==> config.mk <==
export PLATFORM = sky130hd
export DESIGN_NAME = uart_hex_tx
export DESIGN_NICKNAME = d
export VERILOG_FILES = /design/src/rtl/uart_hex_tx_pkg.sv /design/src/rtl/uart_word_fifo.sv /design/src/rtl/uart_hex_tx.sv
export SDC_FILE = /design/constraint.sdc
export NUM_CORES = 1
export LEC_CHECK = 0
export BUFFER_PORTS_ARGS = -buffer_cell sky130_fd_sc_hd__buf_4
export CORE_ASPECT_RATIO = 1.2
export CORE_MARGIN = 10
export CORE_UTILIZATION = 50
export DETAILED_ROUTE_END_ITERATION = 12
export GPL_TIMING_DRIVEN = 0
export PLACE_DENSITY = 0.77
export SLEW_MARGIN = 15
export SYNTH_ARGS = -nofsm -noshare
export SYNTH_HDL_FRONTEND = slang
export SYNTH_SLANG_ARGS = --single-unit
==> constraint.sdc <==
create_clock -name clkuart -period 3.15 [get_ports clkuart]
set_input_delay 0.1575 -clock clkuart [delete_from_list [all_inputs] [get_ports clkuart]]
set_output_delay 0.1575 -clock clkuart [all_outputs]
set_load 0.005 [all_outputs]
==> src/rtl/uart_hex_tx_pkg.sv <==
// rtl/uart_hex_tx_pkg.sv - ASCII constants, FSM states and hex digit helper
package uart_hex_tx_pkg;

  localparam logic [7:0] ASCII_0  = 8'h30;
  localparam logic [7:0] ASCII_A  = 8'h41;
  localparam logic [7:0] ASCII_a  = 8'h61;
  localparam logic [7:0] ASCII_CR = 8'h0D;
  localparam logic [7:0] ASCII_LF = 8'h0A;
  localparam logic [7:0] ASCII_SP = 8'h20;

  typedef enum logic [1:0] {
    IDLE    = 2'd0,
    TRIG    = 2'd1,
    WAIT_HI = 2'd2,
    WAIT_LO = 2'd3
  } state_e;

  // Render one nibble as an ASCII hex digit, upper or lower case letters.
  function automatic logic [7:0] nibble_to_ascii(input logic [3:0] n, input logic upper);
    logic [7:0] n8;
    n8 = {4'h0, n};
    if (n < 4'd10) begin
      return ASCII_0 + n8;
    end
    return (upper ? ASCII_A : ASCII_a) + n8 - 8'd10;
  endfunction

endpackage

==> src/rtl/uart_word_fifo.sv <==
// rtl/uart_word_fifo.sv - 32-bit synchronous FIFO with first-word-fall-through head
module uart_word_fifo #(
  parameter int AW = 2
) (
  input  logic          clk,
  input  logic          resetn,
  input  logic          wr_en,
  input  logic [31:0]   wr_data,
  input  logic          rd_en,
  output logic [31:0]   rd_data,
  output logic [AW:0]   count,
  output logic          full,
  output logic          empty
);

  localparam int DEPTH = 1 << AW;

  logic [31:0]   mem_q [DEPTH];
  logic [AW-1:0] wr_ptr_q, wr_ptr_d;
  logic [AW-1:0] rd_ptr_q, rd_ptr_d;
  logic [AW:0]   count_q, count_d;
  logic          do_wr, do_rd;

  assign full    = (count_q == (AW+1)'(DEPTH));
  assign empty   = (count_q == '0);
  assign count   = count_q;
  assign rd_data = mem_q[rd_ptr_q];

  // Pushes while full and pops while empty are ignored; pointers wrap naturally.
  assign do_wr = wr_en & ~full;
  assign do_rd = rd_en & ~empty;

  // Next pointer and occupancy values.
  always_comb begin
    wr_ptr_d = wr_ptr_q;
    rd_ptr_d = rd_ptr_q;
    count_d  = count_q;
    if (do_wr) wr_ptr_d = wr_ptr_q + 1'b1;
    if (do_rd) rd_ptr_d = rd_ptr_q + 1'b1;
    case ({do_wr, do_rd})
      2'b10:   count_d = count_q + 1'b1;
      2'b01:   count_d = count_q - 1'b1;
      default: count_d = count_q;
    endcase
  end

  // Pointer and count registers.
  always_ff @(posedge clk) begin
    if (!resetn) begin
      wr_ptr_q <= '0;
      rd_ptr_q <= '0;
      count_q  <= '0;
    end else begin
      wr_ptr_q <= wr_ptr_d;
      rd_ptr_q <= rd_ptr_d;
      count_q  <= count_d;
    end
  end

  // Storage array; contents need no reset since count gates every read.
  always_ff @(posedge clk) begin
    if (do_wr) mem_q[wr_ptr_q] <= wr_data;
  end

endmodule

==> src/rtl/uart_hex_tx.sv <==
// rtl/uart_hex_tx.sv - formats queued 32-bit words as ASCII hex for the UART Tx stage
module uart_hex_tx
  import uart_hex_tx_pkg::*;
#(
  parameter int FIFO_AW   = 2,
  parameter bit UPPERCASE = 1'b1,
  parameter bit TERM_CRLF = 1'b1
) (
  input  logic               clkuart,
  input  logic               reset,
  input  logic [31:0]        word_in,
  input  logic               word_valid,
  output logic               word_ready,
  output logic [7:0]         tx_data,
  output logic               tx_trig,
  input  logic               tx_busy,
  output logic [FIFO_AW:0]   fifo_count,
  output logic               idle,
  output logic               overflow
);

  localparam logic [3:0] LAST_IDX = TERM_CRLF ? 4'd9 : 4'd8;

  state_e      state_q, state_d;
  logic [31:0] shift_q, shift_d;
  logic [3:0]  idx_q, idx_d;
  logic [7:0]  tx_data_q, tx_data_d;
  logic        tx_trig_q, tx_trig_d;
  logic        overflow_q, overflow_d;

  logic [31:0] fifo_head;
  logic        fifo_full, fifo_empty, pop;
  logic [3:0]  idx_next;

  // Character at index i: eight digits taken from the top of the shift register, then terminator(s).
  function automatic logic [7:0] char_at(input logic [3:0] i, input logic [31:0] sh);
    if (i < 4'd8) return nibble_to_ascii(sh[31:28], UPPERCASE);
    if (i == 4'd8) return TERM_CRLF ? ASCII_CR : ASCII_SP;
    return ASCII_LF;
  endfunction

  assign pop      = (state_q == IDLE) & ~fifo_empty;
  assign idx_next = idx_q + 4'd1;

  uart_word_fifo #(.AW(FIFO_AW)) u_fifo (
    .clk     (clkuart),
    .resetn  (reset),
    .wr_en   (word_valid),
    .wr_data (word_in),
    .rd_en   (pop),
    .rd_data (fifo_head),
    .count   (fifo_count),
    .full    (fifo_full),
    .empty   (fifo_empty)
  );

  assign word_ready = ~fifo_full;
  assign idle       = (state_q == IDLE) & fifo_empty;
  assign tx_data    = tx_data_q;
  assign tx_trig    = tx_trig_q;
  assign overflow   = overflow_q;

  // Character sequencer: pop a word, then trigger/wait busy high/wait busy low per character.
  always_comb begin
    state_d    = state_q;
    shift_d    = shift_q;
    idx_d      = idx_q;
    tx_data_d  = tx_data_q;
    tx_trig_d  = 1'b0;
    overflow_d = overflow_q | (word_valid & fifo_full);
    case (state_q)
      IDLE: begin
        if (!fifo_empty) begin
          tx_data_d = nibble_to_ascii(fifo_head[31:28], UPPERCASE);
          shift_d   = fifo_head << 4;
          idx_d     = 4'd0;
          tx_trig_d = 1'b1;
          state_d   = TRIG;
        end
      end
      TRIG: state_d = WAIT_HI;
      WAIT_HI: begin
        if (tx_busy) state_d = WAIT_LO;
      end
      WAIT_LO: begin
        if (!tx_busy) begin
          if (idx_q != LAST_IDX) begin
            idx_d     = idx_next;
            tx_data_d = char_at(idx_next, shift_q);
            if (idx_next < 4'd8) shift_d = shift_q << 4;
            tx_trig_d = 1'b1;
            state_d   = TRIG;
          end else begin
            state_d = IDLE;
          end
        end
      end
      default: state_d = IDLE;
    endcase
  end

  // Sequencer state and registered outputs.
  always_ff @(posedge clkuart) begin
    if (!reset) begin
      state_q    <= IDLE;
      shift_q    <= '0;
      idx_q      <= '0;
      tx_data_q  <= 8'h00;
      tx_trig_q  <= 1'b0;
      overflow_q <= 1'b0;
    end else begin
      state_q    <= state_d;
      shift_q    <= shift_d;
      idx_q      <= idx_d;
      tx_data_q  <= tx_data_d;
      tx_trig_q  <= tx_trig_d;
      overflow_q <= overflow_d;
    end
  end

endmodule

# Word level (Yosys, flattened, before mapping)
# Memory sizes are Yosys's and may differ from the RTL's. A register that Yosys moved wholly into a read port is not among the register bits.
# Index checks and enable logic that the tools add are counted.
[word_totals]
mem_bits_rw = 128
ff_bits = 55
out_inout_bits = 15
memories = 1
word_cells = 104
in_bits = 36
[classes]
muxes = 52
n_reduce_logical = 7
add_sub_neg = 11
bitwise = 8
n_lt_le_gt_ge = 3
n_eq_ne = 13
[memory_table]
columns = ["name", "words", "width", "read_ports", "rd_ports_with_merged_regs", "wr", "line", "rtl"]
rows = [
  ["u_fifo.mem_q", 4, 32, 1, 1, 1, "uart_word_fifo.sv:18", "logic [31:0] mem_q [DEPTH];"],
]
[op_table]
columns = ["op", "n"]
rows = [
  ["$mux W32", 4],
  ["$mux W8", 11],
  ["$pmux W32 S2", 1],
  ["$mux W1", 23],
  ["$add A7 B4 Y8 const A", 2],
  ["$pmux W8 S2", 1],
  ["$sub A8 B4 Y8 const B", 2],
  ["$add A6 B4 Y7 const A", 2],
  ["$lt A4 B4 Y1 const B", 3],
  ["$mux W4", 3],
  ["$mux W2", 5],
  ["$ne A2 B2 Y1 const B", 5],
  ["$pmux W2 S4", 1],
  ["$pmux W4 S2", 1],
  ["$eq A2 B2 Y1 const B", 3],
  ["$pmux W3 S2", 1],
  ["$and A1 B1 Y1", 5],
  ["$reduce_and A5 Y1", 1],
  ["$add A2 B1 Y2 const B", 2],
  ["$add A4 B1 Y4 const B", 1],
  ["$eq A2 B1 Y1 const B", 2],
  ["$eq A4 B4 Y1 const B", 1],
  ["$ne A4 B4 Y1 const B", 1],
  ["$reduce_and A4 Y1", 1],
  ["other kinds (10)", 12],
]

# Depth between registers and ports, before layout
[depth]
ltp_word = 15
ltp_mapped = 10
mapped_depth_nobuf = 10

# Modules after synthesis
# A second synthesis with hierarchy kept.
[unflattened]
hier_cells = 495
hier_area_um2 = 7566.0
[by_module_without_submodules]
columns = ["module", "area_each_um2", "cells_per_inst", "instances"]
rows = [
  ["uart_word_fifo", 5144.9, 221, 1],
  ["uart_hex_tx", 2421.1, 274, 1],
]

# Worst setup path after synthesis
# No wires, ideal clock.
[synth_path]
kind = "reg-to-reg"
from = "register u_fifo.count_q[0], in the netlist u_fifo.count[0]"
to = "register u_fifo.count_q[2], in the netlist u_fifo.count[2]"
arrival_time_ns = 1.945
n_path_buf = 0
setup_time_ns = 0.076
stages_incl_launch_ff = 10
setup_slack_ns = 1.130
cell_sequence = "dfxtp_1 > nor2_1 > nand2_1 > nand2_1 > ha_1 > inv_1 > fa_1 > xor2_1 > or3_1 > a21boi_0"
[synth_lines]
columns = ["element", "line", "rtl"]
rows = [
  ["from (decl)", "uart_word_fifo.sv:21", "logic [AW:0] count_q, count_d;"],
  ["from (signal assigned)", "uart_word_fifo.sv:56", "count_q <= count_d;"],
  ["$eq A3 B3 Y1 *", "uart_word_fifo.sv:24", "assign full = (count_q == (AW+1)'(DEPTH));"],
  ["$not A1 Y1 *", "n/a", ""],
  ["via word_ready", "uart_hex_tx.sv:13", "output logic word_ready,"],
  ["$and A1 B1 Y1 *", "uart_word_fifo.sv:30", "assign do_wr = wr_en & ~full;"],
  ["$eq A2 B1 Y1 / $eq A2 B2 Y1 (equally long branches)", "uart_word_fifo.sv:40", "case ({do_wr, do_rd})"],
  ["$pmux W3 S2 / $reduce_bool A2 Y1 (equally long branches)", "n/a", ""],
]
# Mark *: on every way through the listed nets, which the timed path passes. The rest lies on a longest branch.
# A chain may end at the register's enable or synchronous reset.

# Worst setup path after layout
[layout_path]
from = "register state_q[1]"
to = "register shift_q[22]"
[layout_via]
elab_chain_len = 3
[layout_rtl]
columns = ["element", "line", "rtl"]
rows = [
  ["from (decl)", "uart_hex_tx.sv:24", "state_e state_q, state_d;"],
  ["from (signal assigned)", "uart_hex_tx.sv:112", "state_q <= state_d;"],
  ["$eq A2 B2 Y1 / $logic_not A2 Y1 (equally long branches)", "uart_hex_tx.sv:71", "case (state_q)"],
  ["$ne A2 B2 Y1 (no source line) / $reduce_bool A2 Y1 (equally long branches)", "n/a", ""],
  ["$reduce_and A5 Y1 (no source line)", "n/a", ""],
  ["to (signal assigned)", "uart_hex_tx.sv:113", "shift_q <= shift_d;"],
  ["to (decl)", "uart_hex_tx.sv:25", "logic [31:0] shift_q, shift_d;"],
]
# Parallel ways exist; a longest one is shown, timed or not.

==> metrics.md <==
| Metric | Value |
|---|---|
| Dpl ws | 0.904 ns |
| WP data required | 3.46 ns |
| Main area contributors after synthesis | edfxtp_1 52%, dfxtp_1 14%, mux4_2 8.5%, mux2i_1 3.5%, o211a_1 3.1% |
| Bufs and invs on worst path | 2 |
| Final ANT Viol Nets | 0 |
| Antenna Cells | 0 |
| Max-cap violation count | 0 |
| Slew @ Worst Pin | 0.672 ns |
| Worst stage delay on the critical path | 0.53 ns |
| Worst path top cell family by delay | compound AO/OA/AOI/OAI gates |
| Post-synth EDFFs | 128 |
| Crit path max fanout | 10 |
| Die width | 131 um |
| Clk slew on worst S/H paths | 0.06 ns |
| CTS root buf | clkbuf_16 |
| GP Congestion | 0.825 |
| Vias | 4310 |
| CTS tree | done |
| Syn Inst Count | 464 |
| DRT iter0 DRCs | 308 |
| Register area share after synthesis | 66.1% |
| Die height | 153 um |
| Grt total ovfl | 0 |
| Gr usage total | 15.2% |
| Post-cts sizing count | 0 |
| I/O Pins | 51 |
| Largest net degree at the start of global routing | 29 |
| Worst Setup SP | state_q[1] |
| DRC viols | 0 |
| Cell row count | 48 |
| Number of antenna violations at the first check in global routing | 0 |
| Setup crit end kind | register |
| Max Slew Vio Count | 0 |
| Slowest CP cell | a211oi_4 |
| Mapped Area | 7390 sq um |
| Setup TNS | 0 ns |
| Syn Nets | 514 |
| Slew HR | 54.8% |
| Yosys cell types | 51 |
| Ys Warns | 0 |
| Critical path class | register to register |
| Dpl hpwl | 10000 um |
| Wire per inst | 19.3 um |
| Reg2reg start | state_q[1] |
| R2r setup slk | 0.90 ns |
| Lkg Pwr | 0.00337 uW |
| F_max | 0.444 GHz |
| CTS H-tree depth | 4 |
| Top cell type's share of synthesized area | 52.0% |
| Max rail drop VDD | 485 uV |
| Clk Latency, worst-skew pair | 0.43 ns |
| Vias in the first global route | 4649 |
| Startpoint types | register |
| Die ar. | 20100 sq um |
| Hold_ws | 0.0399 ns |
| Layout area overhead | 21.2% |
| Tcrit/Tclk final | 71.4% |
| NumNets Final | 617 |
| Final core occ | 62.1% |
| Worst path cell trace | inv_1 -> ha_1 -> nor4b_2 -> a21o_4 -> a211oi_4 -> buf_6 -> nand2_1 -> o211a_1 |
| Yosys reg bits | 180 |
| Period minus WS final | 2.25 ns |
| Area leader, netlist | edfxtp_1 |
| Layout Skew | 0.0129 ns |
| Via/cell ratio | 5.71 |
| Hold path startpoint | word_valid |
| Final WS setup | 0.900 ns |
| Outcome | finished clean |
| Hold WC Path Type | input pin to register |
| Deepest clock path buffer count | 2 |
| PortBufs | 48 |
| Final setup vio count | 0 |
| Layout cells sized above 1 | 22.4% |
| Ys async rst share | 0% |
| DR pass1 iterations | 4 |
| RSZ-0062 raised after global routing | false |
| Global-route wire length before repair | 23400 um |
| Final Hold Vio Count | 0 |
| Pwr dens | 916 nW/um^2 |
| CTS buffer count | 17 |
| Post-Route WL | 14600 um |
| Placeable Area | 14400 sq um |
| Prevailing post-synth register cell | edfxtp_1 |
| CTS sink cnt | 180 |
| Filler Cells Inserted | 1043 |
| Initial core utilization | 51.3% |
| Avg Cell Area, Syn | 15.9 sq um |
| Crit path DAT | 2.56 ns |
[placed cells by master (no fill, tap or decap), types with 4 or more instances in the layout]
cell type      count
a21oi_1            8
a22oi_1            4
and2_1             7
and3_2             4
buf_2              7
buf_4             49
buf_6              6
clkbuf_1          14
clkbuf_16         18
dfxtp_1           52
dlygate4sd3_1     32
edfxtp_1         128
ha_1              13
inv_1             18
mux2i_1           26
mux4_1             4
mux4_2            28
nand2_1           41
nand3_1            7
nor2_1            10
nor2b_1            8
o211a_1           23
o21ai_0           13
xnor2_1            7
[synth_stat cells, drive strengths merged, types with 3 or more instances]
cell	instances
a211oi	3
a21boi	3
a21oi	9
a22oi	4
and2	7
and3	6
buf	15
clkbuf	7
dfxtp	52
edfxtp	128
ha	13
inv	18
mux2i	26
mux4	32
nand2	41
nand3	7
nand3b	3
nor2	10
nor2b	8
nor3	3
o211a	23
o21ai	15
o31ai	3
xnor2	8
[per-stage QoR]
step,total power (uW),cell area (sq um),cells
after CTS,8260,8960,755
after global routing,8680,8960,755
after detailed placement,6190,8070,691
after floorplan,5350,7390,464
after global placement,6020,7970,687
final,8210,8960,755
[metal layers]
metal	up-vias	GRT usage (%)	part of all wire [%]
li1	1985	-	-
met1	2179	16.6	39
met2	112	26.5	54
met3	34	3.46	4.2
met4	0	8.12	3.0
met5	-	0	0
[registers in the layout, summed over array words and instances, names as in the netlist, named ones only]
name	count
idx_q	4
overflow	1
shift_q	28
state_q	2
tx_data	7
tx_trig	1
u_fifo.count	3
u_fifo.mem_q	128
u_fifo.rd_ptr_q	2
u_fifo.wr_ptr_q	2
[path summary, 6_finish.rpt]
kind / end / cells after the start
setup / recovery: shift_q[22] / 8
hold / removal: overflow / 3
setup reg to reg: shift_q[22] / 8
hold reg to reg: tx_data[4] / 2
[kinds of logic (layout without fill, tap and decap cells)]
| group | after synthesis | count (layout) | share of synthesized area, % |
|---|---|---|---|
| buffers and inverters | 40 | 156 | 3.03 |
| other | 1 | 1 | 0.0508 |
| AND/OR/NAND/NOR | 90 | 90 | 5.93 |
| XOR/XNOR | 9 | 9 | 1.17 |
| multiplexers | 58 | 58 | 13.5 |
| adder cells (fa/ha/maj) | 14 | 14 | 2.47 |
| flip-flops | 180 | 180 | 66.1 |
| AO/OA/AOI/OAI | 72 | 72 | 7.76 |
[worst min-delay path: stages]
cell and delay (ns):
buf_4 0.11, a31oi_1 0.08, nor2b_1 0.09
[report_power, final]
group / internal, uW / switching (uW) / total (uW)
combinational: 1410 / 1570 / 2980
sequential: 2980 / 210 / 3190
clock: 1230 / 810 / 2040
[layout make-up]
cell class                      count  area (sq um)  area share (%)
Clock inverter                      6          78.8           0.880
Timing Repair Buffer               84           776            8.66
Inverter                           18          67.6           0.754
Buffer                             22           156            1.75
Sequential cell                   180          4880            54.5
Clock buffer                       26           490            5.48
Multi-Input combinational cell    244          2280            25.5
Tap cell                          175           219            2.44
[what timing repair did]
action / 4_1_cts / 5_1_grt
buffers inserted: 0 / 0
endpoints found under the hold margin: 128 / 0
hold buffers: 32 / 0
No activity file was read; power rests on OpenSTA's default activity.
